$ cat config.mk
export PLATFORM = sky130hd
export DESIGN_NAME = controle_jogo_param
export DESIGN_NICKNAME = d
export VERILOG_FILES = /design/src/rtl/controle_jogo_param.sv
export SDC_FILE = /design/constraint.sdc
export NUM_CORES = 1
export LEC_CHECK = 0
export ABC_CLOCK_PERIOD_IN_PS = 2600
export CAP_MARGIN = 10
export CORE_MARGIN = 2
export CORE_UTILIZATION = 53
export DETAILED_ROUTE_END_ITERATION = 7
export GPL_TIMING_DRIVEN = 1
export PLACE_DENSITY = 0.79
export SETUP_SLACK_MARGIN = 0.4
export SLEW_MARGIN = 0
export SYNTH_ARGS = -nofsm -noshare
export SYNTH_HDL_FRONTEND = slang
export SYNTH_SLANG_ARGS = --single-unit
$ cat constraint.sdc
create_clock -name clock -period 2.6 [get_ports clock]
set_input_delay 0.65 -clock clock [delete_from_list [all_inputs] [get_ports clock]]
set_output_delay 0.65 -clock clock [all_outputs]
set_load 0.01 [all_outputs]
$ cat src/rtl/controle_jogo_param.sv
// Game-control FSM for the note-sequence game: plays a growing note sequence, captures and checks presses.
// Optional player-response timeout enabled by defining TIMEOUT_JOGADA_EN.
module controle_jogo_param #(
  parameter int N_BOTOES     = 4,
  parameter int ADDR_W       = 4,
  parameter int NOTE_CYCLES  = 1000,
  parameter int PLAY_TIMEOUT = 5000,
  parameter int MAX_ERROS    = 3
) (
  input  logic                clock,
  input  logic                reset,
  input  logic                jogar,
  input  logic                treinamento,
  input  logic [N_BOTOES-1:0] botoes,
  input  logic [N_BOTOES-1:0] nota_mem,
  input  logic [ADDR_W-1:0]   num_rodadas,
  output logic [ADDR_W-1:0]   endereco,
  output logic [ADDR_W-1:0]   rodada,
  output logic [N_BOTOES-1:0] nota_saida,
  output logic                tocando,
  output logic                esperando,
  output logic                erro_pulse,
  output logic [7:0]          erros,
  output logic                pronto,
  output logic                acertou,
  output logic                timeout_flag,
  output logic [4:0]          db_estado
);

  localparam logic [4:0] IDLE        = 5'd0;
  localparam logic [4:0] PREP        = 5'd1;
  localparam logic [4:0] ESPERA      = 5'd3;
  localparam logic [4:0] COMPARA     = 5'd5;
  localparam logic [4:0] TOCA        = 5'd7;
  localparam logic [4:0] PROX_NOTA   = 5'd8;
  localparam logic [4:0] FIM_OK      = 5'd10;
  localparam logic [4:0] FIM_RODADA  = 5'd11;
  localparam logic [4:0] FIM_TIMEOUT = 5'd13;
  localparam logic [4:0] ERRO        = 5'd14;
  localparam logic [4:0] FIM_ERRO    = 5'd15;
  localparam logic [4:0] TREINO      = 5'd16;
  localparam logic [4:0] SOLTA       = 5'd18;

  // The timer serves both the note duration and the response window, so it is sized for the larger.
  localparam int TIMER_TOP = (NOTE_CYCLES > PLAY_TIMEOUT) ? NOTE_CYCLES : PLAY_TIMEOUT;
  localparam int TIMER_W   = $clog2(TIMER_TOP) + 1;
  localparam logic [TIMER_W-1:0] NOTE_LAST = TIMER_W'(NOTE_CYCLES - 1);
`ifdef TIMEOUT_JOGADA_EN
  localparam logic [TIMER_W-1:0] PLAY_LAST = TIMER_W'(PLAY_TIMEOUT - 1);
`endif

  logic [4:0]          estado;
  logic [4:0]          estado_prox;
  logic [TIMER_W-1:0]  timer;
  logic [N_BOTOES-1:0] captura;
  logic [ADDR_W-1:0]   ultima_rodada;

  logic ultima_nota;
  logic fim_nota;
  logic nota_certa;
  logic fim_erros;
  logic fim_jogo;

  assign ultima_nota = (endereco == rodada);
  assign fim_nota    = (timer == NOTE_LAST);
  assign nota_certa  = (captura == nota_mem);
  assign fim_erros   = (({1'b0, erros} + 9'd1) == 9'(MAX_ERROS));
  assign fim_jogo    = (rodada == ultima_rodada);

  always_comb begin
    estado_prox = estado;
    case (estado)
      IDLE:        if (jogar) estado_prox = PREP;
      PREP:        estado_prox = treinamento ? TREINO : TOCA;
      TREINO:      if (!treinamento) estado_prox = IDLE;
      TOCA:        if (fim_nota) estado_prox = PROX_NOTA;
      PROX_NOTA:   estado_prox = ultima_nota ? ESPERA : TOCA;
      ESPERA: begin
        if (botoes != '0) estado_prox = SOLTA;
`ifdef TIMEOUT_JOGADA_EN
        else if (timer == PLAY_LAST) estado_prox = FIM_TIMEOUT;
`endif
      end
      SOLTA:       if (botoes == '0) estado_prox = COMPARA;
      COMPARA: begin
        if (!nota_certa)      estado_prox = ERRO;
        else if (ultima_nota) estado_prox = FIM_RODADA;
        else                  estado_prox = ESPERA;
      end
      ERRO:        estado_prox = fim_erros ? FIM_ERRO : TOCA;
      FIM_RODADA:  estado_prox = fim_jogo ? FIM_OK : TOCA;
      FIM_OK, FIM_ERRO, FIM_TIMEOUT:
                   if (jogar) estado_prox = PREP;
      default:     estado_prox = IDLE;
    endcase
  end

  // State, timer and datapath registers; counter updates mirror the transition decisions above.
  always_ff @(posedge clock or posedge reset) begin
    if (reset) begin
      estado        <= IDLE;
      timer         <= '0;
      endereco      <= '0;
      rodada        <= '0;
      erros         <= '0;
      captura       <= '0;
      ultima_rodada <= '0;
    end else begin
      estado <= estado_prox;
      if (estado_prox != estado)
        timer <= '0;
      else if (timer != '1)
        timer <= timer + 1'b1;

      case (estado)
        PREP: begin
          endereco      <= '0;
          rodada        <= '0;
          erros         <= '0;
          ultima_rodada <= num_rodadas;
        end
        PROX_NOTA: begin
          if (ultima_nota) endereco <= '0;
          else             endereco <= endereco + 1'b1;
        end
        ESPERA: begin
          if (botoes != '0) captura <= botoes;
        end
        COMPARA: begin
          if (nota_certa && !ultima_nota) endereco <= endereco + 1'b1;
        end
        ERRO: begin
          erros <= erros + 8'd1;
          if (!fim_erros) endereco <= '0;
        end
        FIM_RODADA: begin
          if (!fim_jogo) begin
            rodada   <= rodada + 1'b1;
            endereco <= '0;
          end
        end
        default: ;
      endcase
    end
  end

  always_comb begin
    nota_saida = '0;
    case (estado)
      TOCA:                  nota_saida = nota_mem;
      ESPERA, SOLTA, TREINO: nota_saida = botoes;
      default:               nota_saida = '0;
    endcase
  end

  assign tocando    = (estado == TOCA);
  assign esperando  = (estado == ESPERA);
  assign erro_pulse = (estado == ERRO);
  assign pronto     = (estado == FIM_OK) || (estado == FIM_ERRO) || (estado == FIM_TIMEOUT);
  assign acertou    = (estado == FIM_OK);
`ifdef TIMEOUT_JOGADA_EN
  assign timeout_flag = (estado == FIM_TIMEOUT);
`else
  assign timeout_flag = 1'b0;
`endif

  always_comb begin
    case (estado)
      IDLE, PREP, ESPERA, COMPARA, TOCA, PROX_NOTA, FIM_OK, FIM_RODADA,
      FIM_TIMEOUT, ERRO, FIM_ERRO, TREINO, SOLTA:
        db_estado = estado;
      default:
        db_estado = 5'd31;
    endcase
  end

endmodule

# [Yosys cells after proc, flatten, opt, wreduce, memory -nomap -nowiden]
# Index checks and enable logic that the tools add are counted.
# W data, S select, Z words.
[op_classes] add_sub_neg=5 eq_ne=22 muxes=24 n_reduce_logical=17
[op_table] cell="$pmux W5 S10" n=1
[op_table] cell="$mux W4" n=9
[op_table] cell="$mux W5" n=7
[op_table] cell="$eq A5 B4 Y1 const B" n=6
[op_table] cell="$mux W14" n=2
[op_table] cell="$pmux W4 S5" n=1
[op_table] cell="$pmux W4 S2" n=2
[op_table] cell="$pmux W8 S2" n=1
[op_table] cell="$add A14 B1 Y14 const B" n=1
[op_table] cell="$eq A14 B10 Y1 const B" n=1
[op_table] cell="$ne A14 B14 Y1 const B" n=1
[op_table] cell="$reduce_or A13 Y1" n=1
[op_table] cell="$eq A4 B4 Y1" n=3
[op_table] cell="$eq A5 B3 Y1 const B" n=2
[op_table] cell="$eq A5 B5 Y1 const B" n=2
[op_table] cell="$add A8 B1 Y9 const B" n=1
[op_table] cell="$eq A9 B2 Y1 const B" n=1
[op_table] cell="$add A4 B1 Y4 const B" n=2
[op_table] cell="$add A8 B1 Y8 const B" n=1
[op_table] cell="$ne A2 B2 Y1 const B" n=3
[op_table] cell="$reduce_bool A2 Y1" n=3
[op_table] cell="$eq A5 B1 Y1 const B" n=1
[op_table] cell="$eq A5 B2 Y1 const B" n=1
[op_table] cell="$logic_not A5 Y1" n=1
[op_table] cell="other kinds (12)" n=14
[totals] register_bits=43 in_bits=16 out_inout_bits=31 wordCells=75

# [Longest topological paths before layout]
[depth] word_depth=6 ltp_mapped=9 ltp_nobuf=7

# [Worst setup path after synthesis]
# Ideal clock, no wire load.
[synth_path] path_kind="input to register" start="input botoes[1]" end="register timer[0]" setup_ns=0.124 arrival_ns=2.152 required_time_ns=2.476 path_slack_ns=0.324 stages=7 n_path_buf=1 path_cell_list="or4_4 nor4_4 nor3_1 a31o_2 o2111ai_4 buf_6 nor3_2"
[synth_via] elab_chain_cells=5 word_cells_on_any_way=8 classes_between="eq/ne (1); mux (4); reduce/logical (3)"
[synth_rtl] element="from (decl)" line="14" source="input logic [N_BOTOES-1:0] botoes,"
[synth_rtl] element="$logic_not A4 Y1 / $reduce_bool A4 Y1 (equally long branches)" line="84, 79"
[synth_rtl] element="$mux W5, on equally long branches" line="84, 79"
[synth_rtl] element="$pmux W5 S10 (*)" line="72" source="case (estado)"
[synth_rtl] element="$ne A5 B5 Y1 (*)" line="110" source="if (estado_prox != estado)"
[synth_rtl] element="$mux W14 / $reduce_bool A2 Y1 (equally long branches)"
[synth_rtl] element="to (signal assigned)" line="113" source="timer <= timer + 1'b1;"
[synth_rtl] element="to (decl)" line="54" source="logic [TIMER_W-1:0] timer;"
# Mark *: on every way between the ends. The rest lies on a longest branch, timed or not.
# A chain may end at the register's enable or synchronous reset.

# [Worst setup path after layout]
[layout_path] start="register estado[0]" end="register timer[1]"
[layout_via] elab_chain_cells=5 word_cells_on_any_way=23 classes_between="eq/ne (13); mux (7); reduce/logical (3)"
[layout_rtl] element="from (decl)" line="52" source="logic [4:0] estado;"
[layout_rtl] element="from (signal assigned)" line="109" source="estado <= estado_prox;"
[layout_rtl] element="$eq A5 B4 Y1 / $logic_not A5 Y1 (equally long branches)" line="72"
[layout_rtl] element="$reduce_or A4 Y1 (no source line)"
[layout_rtl] element="$pmux W5 S10" line="72"
[layout_rtl] element="$ne A5 B5 Y1 (*)" line="110"
[layout_rtl] element="$mux W14 / $reduce_bool A2 Y1 (equally long branches)"
# Marks and branches as above.

==> metrics.md <==
| Metric | Value |
|---|---|
| ANT cells | 0 |
| Initial antenna violation count | 0 |
| Synth warn | 0 |
| Post-synth EDFFs | 0 |
| DRC viols | 0 |
| Vias in the first global route | 3164 |
| CP max FO | 6 |
| Worst path required time | 2780 ps |
| Worst Hold Path Cells | 2 |
| CTS max path bufs | 2 |
| Root buffer cell | clkbuf_8 |
| Max cap viols | 0 |
| Netlist cell types | 69 |
| Post-route design area | 4438 µm² |
| I/O pin count | 47 |
| Finished Layout Cells | 518 |
| Area after DPL | 3720 µm² |
| Most frequent cells in the layout | buf_4 (48), nand2_1 (45), dfrtp_1 (37) |
| Final Setup Violations | 0 |
| Register area share after synthesis | 35.70% |
| Layout cells sized above 1 | 37.00% |
| First-pass GRT wire length | 15.37 mm |
| GRT overflow | 0 |
| Synth Instances | 336 |
| Fin. max-slew vios | 0 |
| Fin crit period | 2518 ps |
| Mean Syn Cell Area | 8.971 µm² |
| Routed Antenna Nets | 0 |
| TritonCTS clock tree | yes |
| DRT Wirelength | 10.40 mm |
| Post-DR vias/cell | 6.361 |
| Clock tree sinks | 43 |
| Cts bufs inserted | 5 |
| Clock latency on the worst-skew pair | 310 ps |
| Pre-antenna DRT Iters | 6 |
| CP startpoint kind | flop |
| Final hold vios | 0 |
| Std-Cell Rows | 27 |
| Die width | 79.41 µm |
| Pwr dens | 893.1 nW/µm² |
| Syn_nets | 357 |
| Crit path kind | reg -> reg |
| Most common cell after layout, fill and taps aside | buf_4 |
| Tcrit/Tclk final | 96.85% |
| GRT Util Overall | 31.21% |
| Share of async-settable or async-resettable flops after synthesis | 100.0% |
| DP HPWL | 5.559 mm |
| R2R cell count | 12 |
| Status | finished, final reports clean |
| Layout Area Growth over Synthesis | 47.24% |
| Routed len/inst | 20.07 µm |
| Placed cell count | 469 |
| Die ar. | 6306 µm² |
| H-Tree Depth | 2 |
| Dpl ws | -217.4 ps |
| RSZ-0062 raised after global routing | true |
| Total Power | 3964 µW |
| Hold Path Class | reg -> reg |
| Largest net degree at the start of global routing | 44 |
| Core area | 5507 µm² |
| Vias post-DR | 3295 |
| Max frequency | 397.1 MHz |
| Clk slew on worst S/H paths | 90 ps |
| Arrival time worst endpoint | 2700 ps |
| Die span in y | 79.41 µm |
| Placer Congestion | 0.9005 |
| Nets | 466 |
| Flop and latch count out of synthesis | 43 |
| IO Port Bufs | 45 |
| Worst slew margin | 62.75% |
| Synthesized area | 3014 µm² |
| CTS hold repair buffers | 0 |
| Worst slew pin tran | 558.8 ps |
| CP endpoint kind | flop |
| Starting Density | 54.74% |
| Ys flop type | dfrtp_1 |
| Setup slack after layout | 82.00 ps |
| DRT iter0 DRCs | 371 |
| Max VDD drop | 548.9 µV |
| Pleak | 0.001918 µW |
| Clock skew | 12.97 ps |
==> power by group <==
part | leakage (µW) | total [µW] | internal, µW | switching (µW)
Clock | 0.0000612 | 561 | 311 | 249
Sequential | 0.000575 | 879 | 775 | 104
Combinational | 0.00128 | 2520 | 1240 | 1280
Total | 0.00192 | 3960 | 2330 | 1640
==> flip-flops by register name (all words and copies together) (netlist names) <==
register	cells
endereco	4
ultima_rodada	4
erros	8
estado	5
captura	4
rodada	4
timer	14
==> per-layer routing <==
metal  vias to the layer above  GRT usage (%)  wire, µm
li1                       1440              -         -
met1                      1622          37.08      4006
met2                       180          54.66      5264
met3                        53          5.204       643
met4                         0          15.17       483
met5                         -              0         0
==> stage by stage <==
| step | util, % | hold WS (ps) | TNS [ps] |
|---|---|---|---|
| final | 80.60 | 505.5 | 0 |
| after floorplan | - | 466.5 | 0 |
| after global placement | 67.55 | 482.6 | -1321 |
| after global routing | 80.60 | 528.5 | 0 |
| after CTS | 76.71 | 506.3 | 0 |
| after detailed placement | 67.55 | 486.0 | -2708 |
==> layout make-up <==
type                       count  area (µm²)
multi-input combinational    270        2044
sequential                    43        1084
fill                         326        1069
timing repair buffer         117        1055
tap                           72       90.09
clock buffer                   6       82.58
inverter                       8       47.55
clock inverter                 2       35.03
==> synthesized netlist by cell type, drive strengths merged, types with 2 or more instances <==
cell,instances,share of area (%)
nor3b,2,0.50
o31a,2,0.58
ha,5,2.1
and2,3,0.62
or2,2,0.42
xnor2,19,5.5
o22ai,2,0.42
a211oi,3,0.91
o21ai,17,2.8
or3,4,0.83
nor4,9,3.4
nor4b,2,0.58
or4,3,0.87
a211o,2,0.58
nand3b,3,1.2
inv,8,1.0
o2111ai,2,1.2
nor2,25,3.3
dfrtp,43,36
o21a,2,0.50
a21oi,8,1.5
a22o,7,2.0
a31oi,4,0.83
nand2b,12,2.8
xor2,8,2.3
buf,11,2.3
mux2i,4,1.3
and3,5,1.0
nand3,15,2.5
nand4,9,1.9
clkbuf,4,0.50
nand2,46,5.7
nor3,24,6.0
==> final timing paths <==
check	startpoint	to	slack (ps)
hold / removal	ultima_rodada[2]$_DFFE_PP0P_	ultima_rodada[2]$_DFFE_PP0P_	510
min in group asynchronous	reset	timer[13]$_DFFE_PP0P_	780
setup / recovery	estado[0]$_DFF_PP0_	timer[1]$_DFFE_PP0P_	80
hold reg to reg	ultima_rodada[2]$_DFFE_PP0P_	ultima_rodada[2]$_DFFE_PP0P_	510
max in group asynchronous	reset	erros[1]$_DFFE_PP0P_	1400
setup reg to reg	estado[0]$_DFF_PP0_	timer[1]$_DFFE_PP0P_	80
==> critical path: stages (launching register included) <==
cell       delay, ps
dfrtp_2          430
buf_6            130
buf_6            110
buf_6            120
and3_4           180
o31a_1           370
buf_4            170
a21oi_2          210
nand4_1          210
o2111ai_4        160
buf_6            150
buf_12           110
nor3_4            30
==> repair_timing <==
| item | in CTS | in global routing |
|---|---|---|
| setup endpoints to repair | 31 | 32 |
| setup buffers | 26 | 13 |
| resized for setup | 119 | 41 |
| pin swaps | 33 | 18 |
| cloned | 2 | 0 |
==> cell families (layout without fill, tap and decap cells) <==
family / count (synthesis) / after routing / share of synthesized area (%)
flops: 43 / 43 / 35.70
mux: 4 / 4 / 1.328
buf+inv: 23 / 133 / 3.819
simple gates: 170 / 170 / 33.29
fa+ha+maj: 5 / 5 / 2.076
xor+xnor: 27 / 27 / 7.846
compound gates: 63 / 63 / 15.82
other cells: 1 / 1 / 0.1244
No activity file was read; power rests on OpenSTA's default activity.
